<file path="config.mk">
export PLATFORM = sky130hd
export DESIGN_NAME = usb_stream_arbiter
export DESIGN_NICKNAME = d
export VERILOG_FILES = /design/src/rtl/usb_stream_arbiter_pkg.sv /design/src/rtl/axis_skid_buffer.sv /design/src/rtl/usb_stream_arbiter.sv
export SDC_FILE = /design/constraint.sdc
export NUM_CORES = 1
export LEC_CHECK = 0
export CAP_MARGIN = 5
export CORE_MARGIN = 5
export CORE_UTILIZATION = 40
export DETAILED_ROUTE_END_ITERATION = 7
export PLACE_DENSITY = 0.71
export SLEW_MARGIN = 5
export SYNTH_ARGS = -nofsm -noshare
export SYNTH_HDL_FRONTEND = slang
export SYNTH_HIERARCHICAL = 1
export SYNTH_SLANG_ARGS = --single-unit
</file>
<file path="constraint.sdc">
create_clock -name clk -period 2.6 [get_ports clk]
set_clock_uncertainty 0.05 [all_clocks]
set_input_delay 0.65 -clock clk [delete_from_list [all_inputs] [get_ports clk]]
set_output_delay 0.65 -clock clk [all_outputs]
set_load 0.005 [all_outputs]
</file>
<file path="src/rtl/usb_stream_arbiter_pkg.sv">
// Shared types and constants for the packet-granular USB stream arbiter.
package usb_stream_arbiter_package;

    typedef enum logic [1:0] {
        IDLE        = 2'd0,
        GRANT_HSADC = 2'd1,
        GRANT_XADC  = 2'd2
    } arb_state_t;

    typedef enum logic {
        HSADC = 1'b0,
        XADC  = 1'b1
    } arb_channel_t;

    localparam logic [7:0] COBS_DELIMITER = 8'h00;

    function automatic logic [1:0] grant_mask(arb_channel_t ch);
        return (ch == HSADC) ? 2'b01 : 2'b10;
    endfunction

    function automatic arb_state_t grant_state(arb_channel_t ch);
        return (ch == HSADC) ? GRANT_HSADC : GRANT_XADC;
    endfunction

endpackage

</file>
<file path="src/rtl/axis_skid_buffer.sv">
// Two-entry AXI-stream skid buffer: registered tvalid/tdata and registered tready,
// full throughput; the skid entry catches the byte in flight when the sink stalls.
module axis_skid_buffer #(
    parameter int DATA_W = 8
) (
    input  logic              clk,
    input  logic              rst,
    input  logic [DATA_W-1:0] s_tdata,
    input  logic              s_tvalid,
    output logic              s_tready,
    output logic [DATA_W-1:0] m_tdata,
    output logic              m_tvalid,
    input  logic              m_tready
);

    logic [DATA_W-1:0] skid_data;
    logic              skid_valid;
    logic              in_fire;
    logic              load_out;

    assign in_fire  = s_tvalid & s_tready;
    assign load_out = m_tready | ~m_tvalid;

    always_ff @(posedge clk or posedge rst) begin
        if (rst) begin
            m_tvalid   <= 1'b0;
            m_tdata    <= '0;
            skid_valid <= 1'b0;
            skid_data  <= '0;
            s_tready   <= 1'b1;
        end else begin
            if (load_out) begin
                if (skid_valid) begin
                    m_tdata    <= skid_data;
                    m_tvalid   <= 1'b1;
                    skid_valid <= 1'b0;
                end else begin
                    m_tvalid <= in_fire;
                    if (in_fire) m_tdata <= s_tdata;
                end
            end else if (in_fire) begin
                skid_valid <= 1'b1;
                skid_data  <= s_tdata;
            end
            // Ready next cycle exactly when the skid entry will be empty.
            s_tready <= load_out | ~(skid_valid | in_fire);
        end
    end

endmodule

</file>
<file path="src/rtl/usb_stream_arbiter.sv">
// Round-robin, packet-granular merge of the HSADC and XADC COBS byte streams
// onto the single FT232H sink; ownership changes only after a delimiter.
module usb_stream_arbiter
    import usb_stream_arbiter_package::*;
#(
    parameter int COUNT_WIDTH      = 16,
    parameter int MAX_PACKET_BYTES = 64
) (
    input  logic                   clk,
    input  logic                   rst,
    input  logic [7:0]             hsadc_axis_tdata,
    input  logic                   hsadc_axis_tvalid,
    output logic                   hsadc_axis_tready,
    input  logic [7:0]             xadc_axis_tdata,
    input  logic                   xadc_axis_tvalid,
    output logic                   xadc_axis_tready,
    output logic [7:0]             usb_axis_tdata,
    output logic                   usb_axis_tvalid,
    input  logic                   usb_axis_tready,
    output logic                   usb_axis_tlast,
    input  logic [1:0]             enable,
    output logic [1:0]             grant,
    output logic [COUNT_WIDTH-1:0] hsadc_pkt_count,
    output logic [COUNT_WIDTH-1:0] xadc_pkt_count,
    output logic                   overrun,
    input  logic                   overrun_clear
);

    localparam int BCW = $clog2(MAX_PACKET_BYTES + 2);
    localparam logic [BCW-1:0] OVERRUN_AT = BCW'(MAX_PACKET_BYTES);
    localparam logic [BCW-1:0] BYTE_SAT   = BCW'(MAX_PACKET_BYTES + 1);

    arb_state_t   state;
    arb_channel_t last_grant;
    arb_channel_t next_ch;
    logic [BCW-1:0] byte_cnt;
    logic [1:0]   req;
    logic [7:0]   sel_data;
    logic         sel_valid;
    logic         skid_ready;
    logic         accept;
    logic         delim;
    logic         overrun_event;

    always_comb begin
        sel_valid         = 1'b0;
        sel_data          = hsadc_axis_tdata;
        hsadc_axis_tready = 1'b0;
        xadc_axis_tready  = 1'b0;
        case (state)
            GRANT_HSADC: begin
                sel_valid         = hsadc_axis_tvalid;
                sel_data          = hsadc_axis_tdata;
                hsadc_axis_tready = skid_ready;
            end
            GRANT_XADC: begin
                sel_valid        = xadc_axis_tvalid;
                sel_data         = xadc_axis_tdata;
                xadc_axis_tready = skid_ready;
            end
            default: ;
        endcase
    end

    assign req           = {xadc_axis_tvalid & enable[1], hsadc_axis_tvalid & enable[0]};
    assign accept        = sel_valid & skid_ready;
    assign delim         = accept & (sel_data == COBS_DELIMITER);
    assign overrun_event = accept & (byte_cnt == OVERRUN_AT);

    // On a tie the channel that did not own the previous packet wins.
    always_comb begin
        next_ch = req[0] ? HSADC : XADC;
        if (req == 2'b11) next_ch = (last_grant == HSADC) ? XADC : HSADC;
    end

    always_ff @(posedge clk or posedge rst) begin
        if (rst) begin
            state           <= IDLE;
            last_grant      <= XADC;
            grant           <= 2'b00;
            byte_cnt        <= '0;
            hsadc_pkt_count <= '0;
            xadc_pkt_count  <= '0;
            overrun         <= 1'b0;
        end else begin
            if (overrun_event)      overrun <= 1'b1;
            else if (overrun_clear) overrun <= 1'b0;

            case (state)
                IDLE: begin
                    byte_cnt <= '0;
                    if (req != 2'b00) begin
                        state <= grant_state(next_ch);
                        grant <= grant_mask(next_ch);
                    end
                end
                default: begin
                    if (accept && byte_cnt != BYTE_SAT) byte_cnt <= byte_cnt + 1'b1;
                    if (delim) begin
                        state <= IDLE;
                        grant <= 2'b00;
                        if (state == GRANT_HSADC) begin
                            last_grant      <= HSADC;
                            hsadc_pkt_count <= hsadc_pkt_count + 1'b1;
                        end else begin
                            last_grant     <= XADC;
                            xadc_pkt_count <= xadc_pkt_count + 1'b1;
                        end
                    end
                end
            endcase
        end
    end

    axis_skid_buffer #(.DATA_W(8)) u_out_skid (
        .clk      (clk),
        .rst      (rst),
        .s_tdata  (sel_data),
        .s_tvalid (sel_valid),
        .s_tready (skid_ready),
        .m_tdata  (usb_axis_tdata),
        .m_tvalid (usb_axis_tvalid),
        .m_tready (usb_axis_tready)
    );

    assign usb_axis_tlast = (usb_axis_tdata == COBS_DELIMITER);

endmodule

</file>
==> impl_metrics.csv <==
group,metric,value,unit
flow_run,cap_viol_max_count,0,
floorplan,floorplan.initialDensity,0.4135,
logic_synthesis,synth.distinct_cells,46,
run_status,outcome,"finished, final reports clean",
clocking,htreeDepth,3,
worst_setup_path,crit_type,"input port to flop",
worst_setup_path,cp_cell_sequence,"clkdlybuf4s50_1 > or4b_1 > o22a_1 > or2_4 > buf_6 > nor4_4 > xor2_1",
power_and_ir_drop,power.ir.vdd_worst,470.5,µV
min_path,hold_path_startpoint,"hsadc_pkt_count[15]",
floorplan,coreArea,7807,µm²
drt,first_iter_violations,62,
logic_synthesis,synth_enable_flop_cells,0,
clocking,cts_buffer_count,9,
timing,setup-violations-final,0,
worst_setup_path,family_with_the_most_delay_on_the_worst_path,"simple AND/OR/NAND/NOR gates",
placed_design,place.detailed.hpwl,5.686,mm
logic_synthesis,ys_top_cells_by_area,"sky130_fd_sc_hd__dfrtp_1, sky130_fd_sc_hd__mux2_2, sky130_fd_sc_hd__xnor2_1",
logic_synthesis,synthesis.yosys.warnings,6,
placed_design,pre_cts_ws,-0.3998,ns
floorplan,floorplan.die.width,99.84,µm
min_path,whs_path_depth,1,
logic_synthesis,synth.ff_latch_count,62,
drt,route.detailed.vias_per_inst,5.153,
worst_setup_path,worst_path_largest_cell_delay,0.54,ns
clocking,cts_setup_buffers,0,
worst_setup_path,timing.critical_path.from,"xadc_axis_tdata[5]",
floorplan,floorplan.rows,32,
drt,detail_route.first_pass.iterations,4,
worst_setup_path,worst_ep_arrival_time,2.76,ns
placed_design,placer_s_final_routability_congestion_estimate,0.8691,
timing,totalNegativeSetupSlack,0,ns
global_route,grt_first_pass_wirelength,12.38,mm
worst_setup_path,critical-path-slowest-cell,"sky130_fd_sc_hd__or4b_1",
worst_setup_path,critical_path_peak_fanout,14,
logic_synthesis,synth_top_cells_by_count,"sky130_fd_sc_hd__dfrtp_1, sky130_fd_sc_hd__mux2_2, sky130_fd_sc_hd__xnor2_1",
layout,final_nets,404,
logic_synthesis,ys_async_sr_fraction,1.000,
power_and_ir_drop,total_power_per_unit_cell_area,746.7,nW/µm²
logic_synthesis,synth_cells,282,
clocking,clock_latency_late_sink,0.34,ns
clocking,cts_buffer_depth,2,
placed_design,place.port_buffers,70,
drt,drt.antenna.violating_nets,0,
layout,stdcell_area,4405,µm²
drt,route.vias.total,2458,
global_route,track_usage,0.1564,
drt,routed_wl,7.578,mm
logic_synthesis,seq_area_frac_synth,0.4814,
layout,fin_cells,477,
logic_synthesis,dominantRegCellSynth,"sky130_fd_sc_hd__dfrtp_1",
worst_setup_path,reg2reg_depth,8,
logic_synthesis,mappedNetlistNets,314,
floorplan,fp.dieH,99.84,µm
placed_design,dp_cells,463,
clocking,cts_tree,"yes",
drt,wl_per_cell,15.89,µm
timing,finalHoldViolations,0,
min_path,worst_hold_path.endpoint,"hsadc_pkt_count[15]",
timing,max_clock_freq,393.5,MHz
worst_setup_path,r2r_slack,0.17,ns
min_path,timing.hold.worst.class,"flop to flop",
logic_synthesis,synth_largest_area_cell,"sky130_fd_sc_hd__dfrtp_1",
timing,final_min_period_over_clock_period,0.9775,
worst_setup_path,worst_path_bufs_invs,2,
timing,layout_setup_ws,0.05847,ns
placed_design,postPlaceCellArea,4133,µm²
worst_setup_path,reg2reg_launch_point,"state[0]",
timing,timing.max_slew.rel_slack,0.5121,
clocking,root_buffer,"sky130_fd_sc_hd__clkbuf_8",
worst_setup_path,cp-end-kind,"flop",
clocking,cts_num_sinks,62,
worst_setup_path,worst_reg2reg_path_endpoint,"xadc_pkt_count[14]",
logic_synthesis,syn-mean-instance-area,11.45,µm²
worst_setup_path,critical_path.startpoint_type,"input port",
floorplan,full_die_area,9967,µm²
global_route,maximum_number_of_pins_on_one_net_before_global_route_repair,44,
global_route,grt_pass1_vias,2546,
drt,drc,0,
layout,num_antenna_cells,0,
logic_synthesis,yosys.cell_count.top_type,"sky130_fd_sc_hd__dfrtp_1",
clocking,clk_pin_slew_worst_paths,0.07,ns
worst_setup_path,crit_required,2.81,ns
power_and_ir_drop,leakagePower,1.977,nW
layout,final_layout_size_suffix_gt1_frac,0.2373,
timing,post-route-min-period,2.542,ns
layout,area_delta_synth_final,36.47,%
floorplan,ios,71,
global_route,antenna_violations_before_repair,0,
logic_synthesis,post-synth-top-area-fraction,0.4651,
logic_synthesis,netlist_area,3228,µm²
global_route,globalRoute.totalOverflow,0,
timing,final_max_slew_viols,0,
timing,worstMarginPinSlew,0.7311,ns
power by group:
group	internal [W]	total (W)	switching (W)
sequential	0.00114	0.00127	0.000128
combinational	0.000742	0.00130	0.000560
clock	0.000357	0.000720	0.000363
registers in the layout, summed over array words and instances, names as in the netlist:
signal,cells
byte_cnt,7
hsadc_pkt_count,16
last_grant,1
overrun,1
state,2
u_out_skid/m_tdata,8
u_out_skid/m_tvalid,1
u_out_skid/s_tready,1
u_out_skid/skid_data,8
u_out_skid/skid_valid,1
xadc_pkt_count,16
layout by cell type (no fill, tap or decap), drive strengths merged, types with 6 or more instances in the layout:
cell type      netlist  routed
clkdlybuf4s50        0      69
dfrtp               60      60
mux2                34      34
xnor2               20      20
nor2                20      20
nand3               19      19
buf                  6      19
xor2                15      15
nand2               14      14
nor4                13      13
inv                 11      11
nand4               11      11
clkbuf               4      10
ha                   8       8
nor3                 6       6
logic make-up after synthesis:
kind of cell,share of synthesized area
mux,0.1322
xor+xnor,0.09496
compound gates,0.03179
simple gates,0.1954
buf+inv,0.03333
flops,0.4814
fa+ha+maj,0.03101
worst register-to-register path: stages, from the launching register on:
cell and delay (ns):
sky130_fd_sc_hd__dfrtp_1 0.34, sky130_fd_sc_hd__inv_1 0.07, sky130_fd_sc_hd__ha_2 0.21, sky130_fd_sc_hd__or4_1 0.52, sky130_fd_sc_hd__o22a_1 0.23, sky130_fd_sc_hd__or2_4 0.25, sky130_fd_sc_hd__buf_6 0.18, sky130_fd_sc_hd__nor4_4 0.33
sky130_fd_sc_hd__xor2_1 0.19
worst max path at each step:
stage	depth (start not counted)	to	slack [ns]
global placement	7	xadc_pkt_count[15]	-0.27
CTS	5	xadc_axis_tready	0.003
floorplan	8	xadc_pkt_count[1]	0.06
global route	7	hsadc_pkt_count[14]	-0.0004
detailed placement	7	xadc_pkt_count[14]	-0.40
finish	7	xadc_pkt_count[14]	0.06
layer usage:
| layer | vias to the layer above | track usage | part of all wire |
|---|---|---|---|
| li1 | 1171 | - | - |
| met1 | 1201 | 0.1965 | 0.44 |
| met2 | 74 | 0.2581 | 0.49 |
| met3 | 12 | 0.04656 | 0.056 |
| met4 | 0 | 0.05147 | 0.012 |
| met5 | - | 0 | 0 |
metrics by stage:
step	power, W	hold slack [ns]	utilization
floorplan	0.002023	0.4147	-
global placement	0.002535	0.4111	0.5293
detailed placement	0.002570	0.4207	0.5293
CTS	0.003302	0.4293	0.5508
global route	0.003484	0.4381	0.5643
finish	0.003290	0.4273	0.5643
area by class of cell:
type                       instances  area, µm²
fill                             682       3402
multi-input combinational        199       1670
sequential                        62       1554
timing repair buffer              89      849.6
clock buffer                      10      137.6
tap                              102      127.6
inverter                          11      41.29
clock inverter                     4      25.02
repair_timing:
item / 4_1_cts / 5_1_grt
gates cloned: 0 / 0
setup endpoints to repair: 2 / 10
endpoints found under the hold margin: 0 / 0
gates resized for setup: 2 / 16
pin swaps: 0 / 4
hold buffers: 0 / 0
(Power assumes the default switching activity.)
==> edit (config.mk and constraints unchanged) <==
Change the parameter `MAX_PACKET_BYTES` from 64 to 128.
--- a/src/rtl/usb_stream_arbiter.sv
+++ b/src/rtl/usb_stream_arbiter.sv
@@ -6,3 +6,3 @@
     parameter int COUNT_WIDTH      = 16,
-    parameter int MAX_PACKET_BYTES = 64
+    parameter int MAX_PACKET_BYTES = 128
 ) (
Formal check against the unedited RTL: no difference found for any inputs over 4 cycles, from zero or initial values and one cycle with rst high; that may be too few to reach the edited logic, so the function may still have changed.
==> edit against the original RTL <==
Cell area grew 0.31%; sequential cell count increased by 1; power up 2.4%; register-to-register slack gained 0.07 ns; worst setup slack better by 0.026 ns; area after synthesis is 0.39% lower; critical path type is now flop to primary output; count of clock-buffer cells in the layout fell by 1; combinational power down 4%; largest power group is now sequential cells; critical path depth shrank 2; routed wire length fell by 6.1%; non-clock buffer count is 2 higher.
==> edit: results (changes against the original RTL) <==
stage	metric	value	unit	change
grt	grt_max_degree	20		-55%
run_status	status	complete, no violations		
logic_synthesis	syn_nets	311		-0.96%
placed_design	place_congestion	0.8757		+0.76%
drt	route.met3.wl	364	um	-15%
placed_design	dpl-instance-area	4140	um2	+0.18%
logic_synthesis	ys_seq_area_frac	0.4911		+0.009655
drt	drt-initial-drc-count	84		+35%
placed_design	hpwlAfterDp	5.423	mm	-4.6%
grt	grt_util_all_layers	0.1511		-0.005375
grt	grt_pass1_vias	2456		-3.5%
finish	top_regs	hsadc_pkt_count (16), xadc_pkt_count (16)		
logic_synthesis	yosys-top-cells-count	dfrtp_1 (61), mux2_2 (26), xor2_1 (25), nor2_1 (19), nand2_1 (17)		
finish	fillers	675		-1.0%
drt	routedWlPerCell	14.80	um	-6.9%
drt	wl_met2	3.244	mm	-13%
grt	grt_first_pass_wirelength	11.88	mm	-4.0%
worst_setup_path	cp_top_family	buffers and inverters		
power_and_ir_drop	ir_drop	0.5974	mV	+27%
worst_setup_path	cp_max_fo	3		-11
logic_synthesis	synth_area_leaders	dfrtp_1 (47%), mux2_2 (9.1%), xor2_1 (6.8%), mux2_4 (3.7%), xnor2_1 (3.3%)		
finish	drive_above_1_share	0.2375		about the same
drt	wirelength_met1	3.437	mm	+3.6%
worst_setup_path	critPathSlowestCell	clkdlybuf4s50_1		
timing	tightest_slew	0.7203	ns	-0.01077 ns
worst_setup_path	critPathMaxStageDelay	0.50	ns	-0.04 ns
power_and_ir_drop	leakagePower	2.007	nW	+1.5%
[edit: cell types whose count changed in the layout (fill, tap and decap cells not counted), sizes merged, moves of 4 or more]
| cell | unedited run | this run |
|---|---|---|
| nor3 | 6 | 12 |
| nor4 | 13 | 7 |
| xor2 | 15 | 25 |
| nand3 | 19 | 15 |
| xnor2 | 20 | 12 |
[edit: worst paths after layout]
check                                                start                                   to  slack (ns)  cells past startpoint
max                                   state[1]$_DFFE_PP0P_                    hsadc_axis_tready        0.08                      5
min                        hsadc_pkt_count[15]$_DFFE_PP0P_      hsadc_pkt_count[15]$_DFFE_PP0P_        0.42                      1
max reg2reg                           state[0]$_DFFE_PP0P_       xadc_pkt_count[15]$_DFFE_PP0P_        0.24                      8
min reg2reg                hsadc_pkt_count[15]$_DFFE_PP0P_      hsadc_pkt_count[15]$_DFFE_PP0P_        0.42                      1
max in group asynchronous                              rst  u_out_skid/skid_data[0]$_DFFE_PP0P_        1.32                      2
min in group asynchronous                              rst       hsadc_pkt_count[0]$_DFFE_PP0P_        0.58                      2
[edit: kinds of logic (layout without fill, tap and decap cells)]
logic type | count (synthesis) | count (layout) | synth area share
fa+ha+maj | 8 | 8 | 0.03113
compound gates | 10 | 10 | 0.02568
flops | 63 | 63 | 0.4910
mux | 34 | 34 | 0.1284
xor+xnor | 37 | 37 | 0.1008
buf+inv | 20 | 120 | 0.02957
simple gates | 107 | 107 | 0.1934
[edit: routing by layer]
metal | up-vias | track usage
met1 | 1141 | 0.2100
met2 | 77 | 0.2283
li1 | 1170 | -
met3 | 9 | 0.03647
met4 | 0 | 0.05567
met5 | - | 0
[edit: layout make-up]
class	count	area (um2)	share of cell area
Clock buffer	9	123.9	0.02803
Clock inverter	7	72.57	0.01642
Inverter	13	48.80	0.01104
Multi-Input combinational cell	196	1599	0.3618
Sequential cell	63	1579	0.3573
Tap cell	102	127.6	0.02888
Timing Repair Buffer	91	868.3	0.1965
[edit: what timing repair did]
item                                    CTS  global route
buffers inserted                          2             0
pin swaps                                 0             1
endpoints found under the setup margin    2            14
gates resized for setup                   3            10
gates cloned                              0             0
[edit: power by group]
| group | internal, mW | switching [mW] |
|---|---|---|
| logic | 0.741 | 0.504 |
| registers | 1.15 | 0.141 |
| clock network | 0.443 | 0.386 |
| total | 2.34 | 1.03 |
[edit: through the flow]
| step | util | setup TNS [ns] | std cells | setup WS [ns] |
|---|---|---|---|---|
| 2_1_floorplan | - | 0 | 279 | 0.3684 |
| 3_3_place_gp | 0.5330 | -5.005 | 463 | -0.2989 |
| 3_5_place_dp | 0.5330 | -5.613 | 463 | -0.3079 |
| 4_1_cts | 0.5615 | 0 | 481 | 0.007688 |
| 5_1_grt | 0.5689 | -0.02367 | 481 | -0.01192 |
| 6_report | 0.5689 | 0 | 481 | 0.08484 |
